### config.mk
export PLATFORM = sky130hd
export DESIGN_NAME = multicycle_control_fsm_flat
export DESIGN_NICKNAME = d
export VERILOG_FILES = /design/src/rtl/multicycle_control_fsm_if.sv /design/src/rtl/multicycle_control_fsm.sv /design/src/flat_wrapper.sv
export SDC_FILE = /design/constraint.sdc
export NUM_CORES = 1
export LEC_CHECK = 0
export BUFFER_PORTS_ARGS = -buffer_cell sky130_fd_sc_hd__clkbuf_2
export CAP_MARGIN = 20
export CORE_MARGIN = 2
export CORE_UTILIZATION = 57
export CTS_CLUSTER_SIZE = 12
export DETAILED_ROUTE_END_ITERATION = 12
export GPL_ROUTABILITY_DRIVEN = 0
export PLACE_DENSITY = 0.92
export SLEW_MARGIN = 20
export SYNTH_ARGS = -nofsm -noshare
export SYNTH_HDL_FRONTEND = slang
export SYNTH_SLANG_ARGS = --single-unit
### constraint.sdc
create_clock -name clk -period 4.7 [get_ports clk]
set_input_delay 0.47 -clock clk [delete_from_list [all_inputs] [get_ports clk]]
set_output_delay 0.47 -clock clk [all_outputs]
set_load 0.02 [all_outputs]
### src/rtl/multicycle_control_fsm_if.sv
// Control bundle between the instruction register / datapath and the multi-cycle control unit.
// The control unit takes the master view; the datapath takes the slave view.
interface multicycle_control_fsm_if #(
  parameter int CNT_W = 32
);
  logic [5:0]       opcode;
  logic [5:0]       funct;
  logic             zero;
  logic             mem_ready;
  logic             PCEn;
  logic [1:0]       PCSrc;
  logic             IorD;
  logic             MemRead;
  logic             MemWrite;
  logic             IRWrite;
  logic [1:0]       RegDst;
  logic [1:0]       MemtoReg;
  logic             RegWrite;
  logic             ALUSrcA;
  logic [1:0]       ALUSrcB;
  logic [1:0]       ALUOp;
  logic             print;
  logic             illegal;
  logic [3:0]       state;
  logic [CNT_W-1:0] instr_retired;

  modport master (
    input  opcode, funct, zero, mem_ready,
    output PCEn, PCSrc, IorD, MemRead, MemWrite, IRWrite, RegDst, MemtoReg,
           RegWrite, ALUSrcA, ALUSrcB, ALUOp, print, illegal, state, instr_retired
  );

  modport slave (
    output opcode, funct, zero, mem_ready,
    input  PCEn, PCSrc, IorD, MemRead, MemWrite, IRWrite, RegDst, MemtoReg,
           RegWrite, ALUSrcA, ALUSrcB, ALUOp, print, illegal, state, instr_retired
  );
endinterface

### src/rtl/multicycle_control_fsm.sv
// Multi-cycle MIPS control unit: Moore FSM stepping each instruction through
// fetch/decode/execute/memory/writeback and driving the shared-datapath controls.
//
// state     | meaning
// FETCH     | read instruction at PC, PC+4; waits for mem_ready
// DECODE    | precompute branch target, dispatch on opcode
// MEM_ADDR  | effective address rs+imm for lw/sw
// MEM_RD    | data read at ALUOut; waits for mem_ready
// MEM_WB    | write MDR to rt
// MEM_WR    | data write at ALUOut; waits for mem_ready
// R_EXE     | R-type ALU op
// R_WB      | write ALUOut to rd
// I_EXE     | addi ALU op
// I_WB      | write ALUOut to rt
// BRANCH    | compare, conditional PC load (beq/bne)
// JUMP      | PC <- jump target
// JAL       | PC <- jump target, $31 <- PC
// LUI_WB    | write imm<<16 to rt
// PRINT     | print strobe for PRINT_CYCLES cycles
// TRAP      | illegal opcode, halted until reset
module multicycle_control_fsm #(
  parameter bit MEM_HANDSHAKE   = 1'b1,
  parameter int PRINT_CYCLES    = 1,
  parameter bit TRAP_ON_ILLEGAL = 1'b1,
  parameter int CNT_W           = 32
) (
  input logic                      clk,
  input logic                      rst_n,
  multicycle_control_fsm_if.master bus
);
  typedef enum logic [3:0] {
    S_FETCH, S_DECODE, S_MEM_ADDR, S_MEM_RD, S_MEM_WB, S_MEM_WR, S_R_EXE, S_R_WB,
    S_I_EXE, S_I_WB, S_BRANCH, S_JUMP, S_JAL, S_LUI_WB, S_PRINT, S_TRAP
  } state_t;

  localparam logic [5:0] OP_R     = 6'b000000;
  localparam logic [5:0] OP_ADDI  = 6'b001000;
  localparam logic [5:0] OP_LW    = 6'b100011;
  localparam logic [5:0] OP_SW    = 6'b101011;
  localparam logic [5:0] OP_BEQ   = 6'b000100;
  localparam logic [5:0] OP_BNE   = 6'b000101;
  localparam logic [5:0] OP_J     = 6'b000010;
  localparam logic [5:0] OP_JAL   = 6'b000011;
  localparam logic [5:0] OP_LUI   = 6'b001111;
  localparam logic [5:0] OP_PRINT = 6'b111111;

  localparam int            PW         = (PRINT_CYCLES > 1) ? $clog2(PRINT_CYCLES) : 1;
  localparam logic [PW-1:0] PRINT_LOAD = PW'(PRINT_CYCLES - 1);

  state_t           cur, nxt;
  logic [PW-1:0]    pcnt;
  logic [CNT_W-1:0] retired;
  logic             illegal_q;
  logic             rdy, op_known;
  logic             unused_funct;

  logic       pcen, iord, mrd, mwr, irw, rw, srca, prt;
  logic [1:0] pcsrc, regdst, m2r, srcb, aluop;

  assign rdy          = MEM_HANDSHAKE ? bus.mem_ready : 1'b1;
  assign op_known     = bus.opcode inside {OP_R, OP_ADDI, OP_LW, OP_SW, OP_BEQ, OP_BNE,
                                           OP_J, OP_JAL, OP_LUI, OP_PRINT};
  assign unused_funct = ^bus.funct;

  always_comb begin
    nxt = cur;
    unique case (cur)
      S_FETCH:    if (rdy) nxt = S_DECODE;
      S_DECODE: begin
        unique case (bus.opcode)
          OP_R:          nxt = S_R_EXE;
          OP_ADDI:       nxt = S_I_EXE;
          OP_LW, OP_SW:  nxt = S_MEM_ADDR;
          OP_BEQ, OP_BNE: nxt = S_BRANCH;
          OP_J:          nxt = S_JUMP;
          OP_JAL:        nxt = S_JAL;
          OP_LUI:        nxt = S_LUI_WB;
          OP_PRINT:      nxt = S_PRINT;
          default:       nxt = TRAP_ON_ILLEGAL ? S_TRAP : S_FETCH;
        endcase
      end
      S_MEM_ADDR: nxt = (bus.opcode == OP_SW) ? S_MEM_WR : S_MEM_RD;
      S_MEM_RD:   if (rdy) nxt = S_MEM_WB;
      S_MEM_WR:   if (rdy) nxt = S_FETCH;
      S_R_EXE:    nxt = S_R_WB;
      S_I_EXE:    nxt = S_I_WB;
      S_PRINT:    if (pcnt == '0) nxt = S_FETCH;
      S_TRAP:     nxt = S_TRAP;
      default:    nxt = S_FETCH;
    endcase
  end

  // Retire counts every return to FETCH except the illegal-opcode skip out of DECODE.
  always_ff @(posedge clk or negedge rst_n) begin
    if (!rst_n) begin
      cur       <= S_FETCH;
      pcnt      <= '0;
      retired   <= '0;
      illegal_q <= 1'b0;
    end else begin
      cur <= nxt;
      if (nxt == S_PRINT && cur != S_PRINT)
        pcnt <= PRINT_LOAD;
      else if (cur == S_PRINT && pcnt != '0)
        pcnt <= pcnt - PW'(1);
      if (nxt == S_FETCH && cur != S_FETCH && cur != S_DECODE)
        retired <= retired + CNT_W'(1);
      if (nxt == S_TRAP)
        illegal_q <= 1'b1;
    end
  end

  always_comb begin
    pcen = 1'b0; iord = 1'b0; mrd = 1'b0; mwr = 1'b0; irw = 1'b0; rw = 1'b0;
    srca = 1'b0; prt = 1'b0;
    pcsrc = 2'b00; regdst = 2'b00; m2r = 2'b00; srcb = 2'b00; aluop = 2'b00;
    unique case (cur)
      S_FETCH:    begin mrd = 1'b1; srcb = 2'b01; irw = rdy; pcen = rdy; end
      S_DECODE:   srcb = 2'b11;
      S_MEM_ADDR: begin srca = 1'b1; srcb = 2'b10; end
      S_MEM_RD:   begin mrd = 1'b1; iord = 1'b1; end
      S_MEM_WB:   begin m2r = 2'b01; rw = 1'b1; end
      S_MEM_WR:   begin mwr = 1'b1; iord = 1'b1; end
      S_R_EXE:    begin srca = 1'b1; aluop = 2'b10; end
      S_R_WB:     begin regdst = 2'b01; rw = 1'b1; end
      S_I_EXE:    begin srca = 1'b1; srcb = 2'b10; end
      S_I_WB:     rw = 1'b1;
      S_BRANCH: begin
        srca  = 1'b1;
        aluop = 2'b01;
        pcsrc = 2'b01;
        pcen  = (bus.opcode == OP_BEQ) ? bus.zero : ~bus.zero;
      end
      S_JUMP:     begin pcen = 1'b1; pcsrc = 2'b10; end
      S_JAL:      begin pcen = 1'b1; pcsrc = 2'b10; regdst = 2'b10; m2r = 2'b11; rw = 1'b1; end
      S_LUI_WB:   begin m2r = 2'b10; rw = 1'b1; end
      S_PRINT:    prt = 1'b1;
      default:    ;
    endcase
  end

  // Outputs are gated by rst_n so a pending write drops as soon as reset asserts.
  assign bus.PCEn          = rst_n & pcen;
  assign bus.PCSrc         = rst_n ? pcsrc : 2'b00;
  assign bus.IorD          = rst_n & iord;
  assign bus.MemRead       = rst_n & mrd;
  assign bus.MemWrite      = rst_n & mwr;
  assign bus.IRWrite       = rst_n & irw;
  assign bus.RegDst        = rst_n ? regdst : 2'b00;
  assign bus.MemtoReg      = rst_n ? m2r : 2'b00;
  assign bus.RegWrite      = rst_n & rw;
  assign bus.ALUSrcA       = rst_n & srca;
  assign bus.ALUSrcB       = rst_n ? srcb : 2'b00;
  assign bus.ALUOp         = rst_n ? aluop : 2'b00;
  assign bus.print         = rst_n & prt;
  assign bus.illegal       = rst_n & (illegal_q |
                             (~TRAP_ON_ILLEGAL & (cur == S_DECODE) & ~op_known));
  assign bus.state         = rst_n ? cur : S_FETCH;
  assign bus.instr_retired = rst_n ? retired : '0;
endmodule
### src/flat_wrapper.sv
// flat-port wrapper written by rule: the top's interface ports become plain ports
module multicycle_control_fsm_flat 
#(
  parameter bit MEM_HANDSHAKE   = 1'b1,
  parameter int PRINT_CYCLES    = 1,
  parameter bit TRAP_ON_ILLEGAL = 1'b1,
  parameter int CNT_W           = 32
)
  (clk, rst_n, bus_opcode, bus_funct, bus_zero, bus_mem_ready, bus_PCEn, bus_PCSrc, bus_IorD, bus_MemRead, bus_MemWrite, bus_IRWrite, bus_RegDst, bus_MemtoReg, bus_RegWrite, bus_ALUSrcA, bus_ALUSrcB, bus_ALUOp, bus_print, bus_illegal, bus_state, bus_instr_retired);
  multicycle_control_fsm_if #(.CNT_W(CNT_W)) bus_i ();
  input logic clk;
  input logic rst_n;
  input wire logic [$bits(bus_i.opcode)-1:0] bus_opcode;
  input wire logic [$bits(bus_i.funct)-1:0] bus_funct;
  input wire logic [$bits(bus_i.zero)-1:0] bus_zero;
  input wire logic [$bits(bus_i.mem_ready)-1:0] bus_mem_ready;
  output wire logic [$bits(bus_i.PCEn)-1:0] bus_PCEn;
  output wire logic [$bits(bus_i.PCSrc)-1:0] bus_PCSrc;
  output wire logic [$bits(bus_i.IorD)-1:0] bus_IorD;
  output wire logic [$bits(bus_i.MemRead)-1:0] bus_MemRead;
  output wire logic [$bits(bus_i.MemWrite)-1:0] bus_MemWrite;
  output wire logic [$bits(bus_i.IRWrite)-1:0] bus_IRWrite;
  output wire logic [$bits(bus_i.RegDst)-1:0] bus_RegDst;
  output wire logic [$bits(bus_i.MemtoReg)-1:0] bus_MemtoReg;
  output wire logic [$bits(bus_i.RegWrite)-1:0] bus_RegWrite;
  output wire logic [$bits(bus_i.ALUSrcA)-1:0] bus_ALUSrcA;
  output wire logic [$bits(bus_i.ALUSrcB)-1:0] bus_ALUSrcB;
  output wire logic [$bits(bus_i.ALUOp)-1:0] bus_ALUOp;
  output wire logic [$bits(bus_i.print)-1:0] bus_print;
  output wire logic [$bits(bus_i.illegal)-1:0] bus_illegal;
  output wire logic [$bits(bus_i.state)-1:0] bus_state;
  output wire logic [$bits(bus_i.instr_retired)-1:0] bus_instr_retired;
  assign bus_i.opcode = bus_opcode;
  assign bus_i.funct = bus_funct;
  assign bus_i.zero = bus_zero;
  assign bus_i.mem_ready = bus_mem_ready;
  assign bus_PCEn = bus_i.PCEn;
  assign bus_PCSrc = bus_i.PCSrc;
  assign bus_IorD = bus_i.IorD;
  assign bus_MemRead = bus_i.MemRead;
  assign bus_MemWrite = bus_i.MemWrite;
  assign bus_IRWrite = bus_i.IRWrite;
  assign bus_RegDst = bus_i.RegDst;
  assign bus_MemtoReg = bus_i.MemtoReg;
  assign bus_RegWrite = bus_i.RegWrite;
  assign bus_ALUSrcA = bus_i.ALUSrcA;
  assign bus_ALUSrcB = bus_i.ALUSrcB;
  assign bus_ALUOp = bus_i.ALUOp;
  assign bus_print = bus_i.print;
  assign bus_illegal = bus_i.illegal;
  assign bus_state = bus_i.state;
  assign bus_instr_retired = bus_i.instr_retired;
  multicycle_control_fsm #(.MEM_HANDSHAKE(MEM_HANDSHAKE), .PRINT_CYCLES(PRINT_CYCLES), .TRAP_ON_ILLEGAL(TRAP_ON_ILLEGAL), .CNT_W(CNT_W)) u_core (.clk(clk), .rst_n(rst_n), .bus(bus_i));
endmodule
# Word-level counts from Yosys, hierarchy flattened
# Cells that the tools add are included.
# totals
reg_bits	38
word_cells	91
# classes
addsub	2
n_eq_ne	28
n_mux	30
bitwise	10
reduce_logical	17
# ops
operator	count
$eq 4x4->1 const B	10
$pmux 4 s9	1
$add 32x1->32 const B	1
$mux 32	1
$pmux 4 s8	1
$mux 4	5
$eq 6x6->1 const B	3
$eq 4x3->1 const B	4
$eq 6x2->1 const B	2
$eq 6x3->1 const B	2
$eq 6x4->1 const B	2
$pmux 2 s2	3
$pmux 2 s3	2
$reduce_or 2->1	6
$mux 1	10
$mux 2	5
$and 1x1->1	9
$eq 4x2->1 const B	2
$logic_not 4->1	2
$logic_not 6->1	1
$reduce_or 5->1	1
$eq 4x1->1 const B	1
$logic_and 1x1->1	4
$ne 4x1->1 const B	1
8 further kinds	8

# Depth between registers and ports, before layout
# depth
word_depth	7
depth_mapped	8
mapped_depth_nobuf	6

# Worst setup path before layout
# OpenSTA, ideal clock, no wires.
# synth_timing
kind	input-to-output
from	input bus_opcode[1]
to	output bus_PCEn
arrival_ns	2.091
required_ns	4.230
slack_ns	2.139
cell_stages	7
path_buffers	1
path_cell_list	buf_6 -> or4_1 -> nor3b_1 -> xnor2_1 -> nor2_1 -> o32a_1 -> nor2_1
# synth_via
elab_chain_len	4
# synth_rtl
element	line	rtl
from (decl)	flat_wrapper.sv:13	input wire logic [$bits(bus_i.opcode)-1:0] bus_opcode;
$eq 6x3->1	--	
$mux 1	multicycle_control_fsm.sv:132	pcen = (bus.opcode == OP_BEQ) ? bus.zero : ~bus.zero;
$pmux 1 s3	multicycle_control_fsm.sv:117	unique case (cur)
$and 1x1->1	multicycle_control_fsm.sv:143	assign bus.PCEn = rst_n & pcen;
to (decl)	flat_wrapper.sv:17	output wire logic [$bits(bus_i.PCEn)-1:0] bus_PCEn;
# No other way between the ends.

# Worst setup path in the final report
# layout_timing
from	register u_core.cur[2]
to	register u_core.retired[23]
# layout_via
elab_chain_len	5
elab_cells_between_ends	19
# layout_rtl
element	line	rtl
from (decl)	multicycle_control_fsm.sv:50	state_t cur, nxt;
from (signal assigned)	multicycle_control_fsm.sv:101	cur <= nxt;
$eq 4x4->1 (tied with other cells)	multicycle_control_fsm.sv:67	unique case (cur)
$pmux 4 s9	multicycle_control_fsm.sv:67	
$logic_not 4->1	multicycle_control_fsm.sv:106	if (nxt == S_FETCH && cur != S_FETCH && cur != S_DECODE)
$logic_and 1x1->1	multicycle_control_fsm.sv:106	
$logic_and 1x1->1 (*)	multicycle_control_fsm.sv:106	
to (signal assigned)	multicycle_control_fsm.sv:107	retired <= retired + CNT_W'(1);
to (decl)	multicycle_control_fsm.sv:52	logic [CNT_W-1:0] retired;
# Mark *: on every way between the ends. The rest lies on a longest branch, timed or not.
# A chain may end at the register's enable or synchronous reset.

==> flow_summary.json <==
{
  "status": "finished, final reports clean",
  "powerDensity_nw_per_um2": 442,
  "finalCritPeriodShare_pct": 59.3,
  "wl_per_cell_microns": 13.9,
  "dp_hpwl_microns": 3910,
  "first_pass_iters": 4,
  "yosysWarningCount": 0,
  "wl_microns": 5670,
  "initial_core_util_pct": 58.7,
  "grt-ovfl-total": 0,
  "grt_pass1_vias": 2000,
  "antenna_found_initial": 0,
  "fin_tns_setup_ns": 0,
  "peakVddDrop_v": 0.000279,
  "grt_use_total_pct": 23.5,
  "seq_area_frac_synth_pct": 37.5,
  "die_area_sq_um": 5000,
  "clockBufferDepth": 2,
  "cts_made_buffers": 5,
  "rsz0062_at_grt": "no",
  "layout_setup_ws_ns": 1.91,
  "postCtsSetupBuffers": 0,
  "viasPerCell": 5.72,
  "synth-adder-area-share_pct": 0.493,
  "synth_top_family_by_area": "simple AND/OR/NAND/NOR gates",
  "clkTransAtPathRegs_ns": 0.08,
  "synthMuxAreaShare_pct": 0.887,
  "register_area_sq_um": 951,
  "htree_num_levels": 2,
  "synth-simple-area-share_pct": 35.6,
  "netlist_area_sq_um": 2540,
  "dieWidth_microns": 70.7,
  "io_pins": 71,
  "crit_path_max_fanout": 29,
  "fill_cells": 329,
  "drtIter0Drc": 173,
  "synthCells": 300,
  "cts_root_buffer": "clkbuf_8",
  "holdCritPathClass": "in -> async",
  "final-hold-violation-count": 0,
  "finClkSkew_ns": 0.00747,
  "grt_pass1_wl_microns": 9520,
  "route.detailed.drc": 0,
  "cp.arrival_ns": 3.01,
  "drv_cap": 0,
  "synth_cell_types": 47,
  "slew_headroom_pct": 48.8,
  "grt_max_degree": 38,
  "fp-row-count": 24,
  "drtAntennaViolNets": 0,
  "final_nets": 372,
  "use_met2_pct": 37.4,
  "die_h_microns": 70.7,
  "p_leak_nw": 1.44,
  "core-area_sq_um": 4320,
  "cts_tree": "yes",
  "synth_edf_count": 0,
  "synth_nets": 317,
  "multi_input_comb_area_sq_um": 1470,
  "numClockSinks": 38,
  "crit_required_ns": 4.92,
  "area.growth.synth_to_final_pct": 18.4,
  "synthArstFlopShare_pct": 100,
  "synth-seq-cells": 38,
  "grtUsageMet3_pct": 5.27,
  "use_met1_pct": 32.9,
  "syn_area_per_cell_sq_um": 8.46,
  "place_ws_ns": 1.60,
  "crit_type": "reg -> reg",
  "top_usage_layer": "met2",
  "crit_path_end_kind": "flop",
  "synth_xor_xnor_area_share_pct": 12.1,
  "diodes": 0,
  "maxSlewViolCount": 0,
  "portBuffers": 64,
  "start_kind": "flop",
  "setup_viol": 0,
  "synth_ff_type": "dfrtp_1",
  "fmax_ghz": 0.359,
  "insertion_delay_ns": 0.30,
  "drive_above_1_share_pct": 23.9,
  "hold_buffers": 0,
  "ctsResizeCount": 0,
  "tightest_slew_ns": 0.769,
  "period_minus_slack_ns": 2.79,
  "synth-compound-area-share_pct": 8.58,
  "vias": 2332
}
==> area by class of cell <==
class	instances	area share, %
clock buffer	6	2.75
sequential	38	31.6
inverter	9	1.12
clock inverter	2	2.00
multi-input combinational	234	48.9
timing repair buffer	67	11.4
tap	52	2.16
==> critical path: stages, from the launching register on <==
cell and delay [ns]:
dfrtp_1 0.84, nand3b_1 0.19, a311oi_1 0.11, a311o_1 0.44
or4_4 0.62, nor4_1 0.35, xnor2_1 0.15
==> report_power, final <==
part	leakage, nW	total, mW	internal (mW)	switching, mW
Combinational	0.870	0.503	0.206	0.297
Sequential	0.496	0.481	0.366	0.114
Clock	0.0714	0.343	0.226	0.117
Total	1.44	1.33	0.799	0.528
==> placed cells by master, fill, tap and decap left out, types with 2 or more instances in the layout <==
cell / n
clkbuf_2: 64
dfrtp_1: 38
and2_1: 34
nand2_1: 29
xnor2_1: 29
nor2_1: 24
nand3_1: 18
nor3_1: 11
o21ai_0: 10
nand4_1: 10
inv_1: 9
nor4_1: 7
and3_1: 7
xor2_1: 6
clkbuf_8: 6
or3_1: 5
a21oi_1: 5
nor4b_1: 4
or2_2: 3
a31oi_1: 3
buf_4: 3
a21o_1: 2
or4b_1: 2
and4_1: 2
bufinv_16: 2
==> cell usage after synthesis, types with 2 or more instances <==
cell      count  area share, %
nand3_1      18            3.5
a31oi_1       3           0.74
nand4_1      10            2.5
nor4b_1       4            1.4
a21oi_1       5           0.99
nor3_1       11            2.2
a21o_1        2           0.59
or4b_1        2           0.79
nor4_1        8            2.0
or2_2         3           0.74
inv_1         9            1.3
and3_1        7            1.7
and4_1        2           0.69
nand2_1      29            4.3
dfrtp_1      38             37
xnor2_1      29             10
buf_2         3           0.59
clkbuf_1     13            1.9
buf_6         2           0.89
nor2_1       24            3.5
o21ai_0      10            2.0
or3_1         5            1.2
and2_1       34            8.4
xor2_1        6            2.1
==> stage by stage <==
stage | utilization, % | cells | instance area (sq um) | hold WS (ns) | total power, mW
final | 69.5 | 408 | 3010 | 0.173 | 1.33
after global routing | 69.5 | 408 | 3010 | 0.209 | 1.42
after CTS | 69.4 | 408 | 3000 | 0.184 | 1.33
after detailed placement | 66.1 | 400 | 2860 | 0.448 | 0.980
after global placement | 66.1 | 400 | 2860 | 0.432 | 0.967
after floorplan | - | 300 | 2540 | 0.174 | 0.855
==> routing by layer <==
metal,vias up,wire length [microns]
met5,-,0
met4,0,34
met3,6,235
met2,57,2800
met1,1121,2600
li1,1148,-
==> sequential cells by signal (all words and copies together), names as in the netlist <==
name	cells
u_core.retired	32
u_core.illegal_q	1
u_core.cur	4
u_core.pcnt	1
==> cell families (layout without fill, tap and decap cells) <==
logic type	after synthesis	count (layout)
adders and majority gates	1	1
muxes	1	1
AOI/OAI and AO/OA	32	32
xor gates and xnor gates	35	35
and+or+nand+nor	165	165
buffers and inverters	28	84
DFF	38	38
==> path summary, 6_finish.rpt <==
path,cells past startpoint,endpoint,startpoint,slack [ns]
worst max-delay path,6,u_core.retired[23],u_core.cur[2],1.91
worst max register to register,6,u_core.retired[23],u_core.cur[2],1.91
min in group clk,1,u_core.illegal_q,u_core.illegal_q,0.46
worst min-delay path,1,u_core.retired[17],rst_n,0.17
max in group asynchronous,3,u_core.retired[4],rst_n,3.58
worst min register to register,1,u_core.illegal_q,u_core.illegal_q,0.46
(Power assumes the default switching activity.)
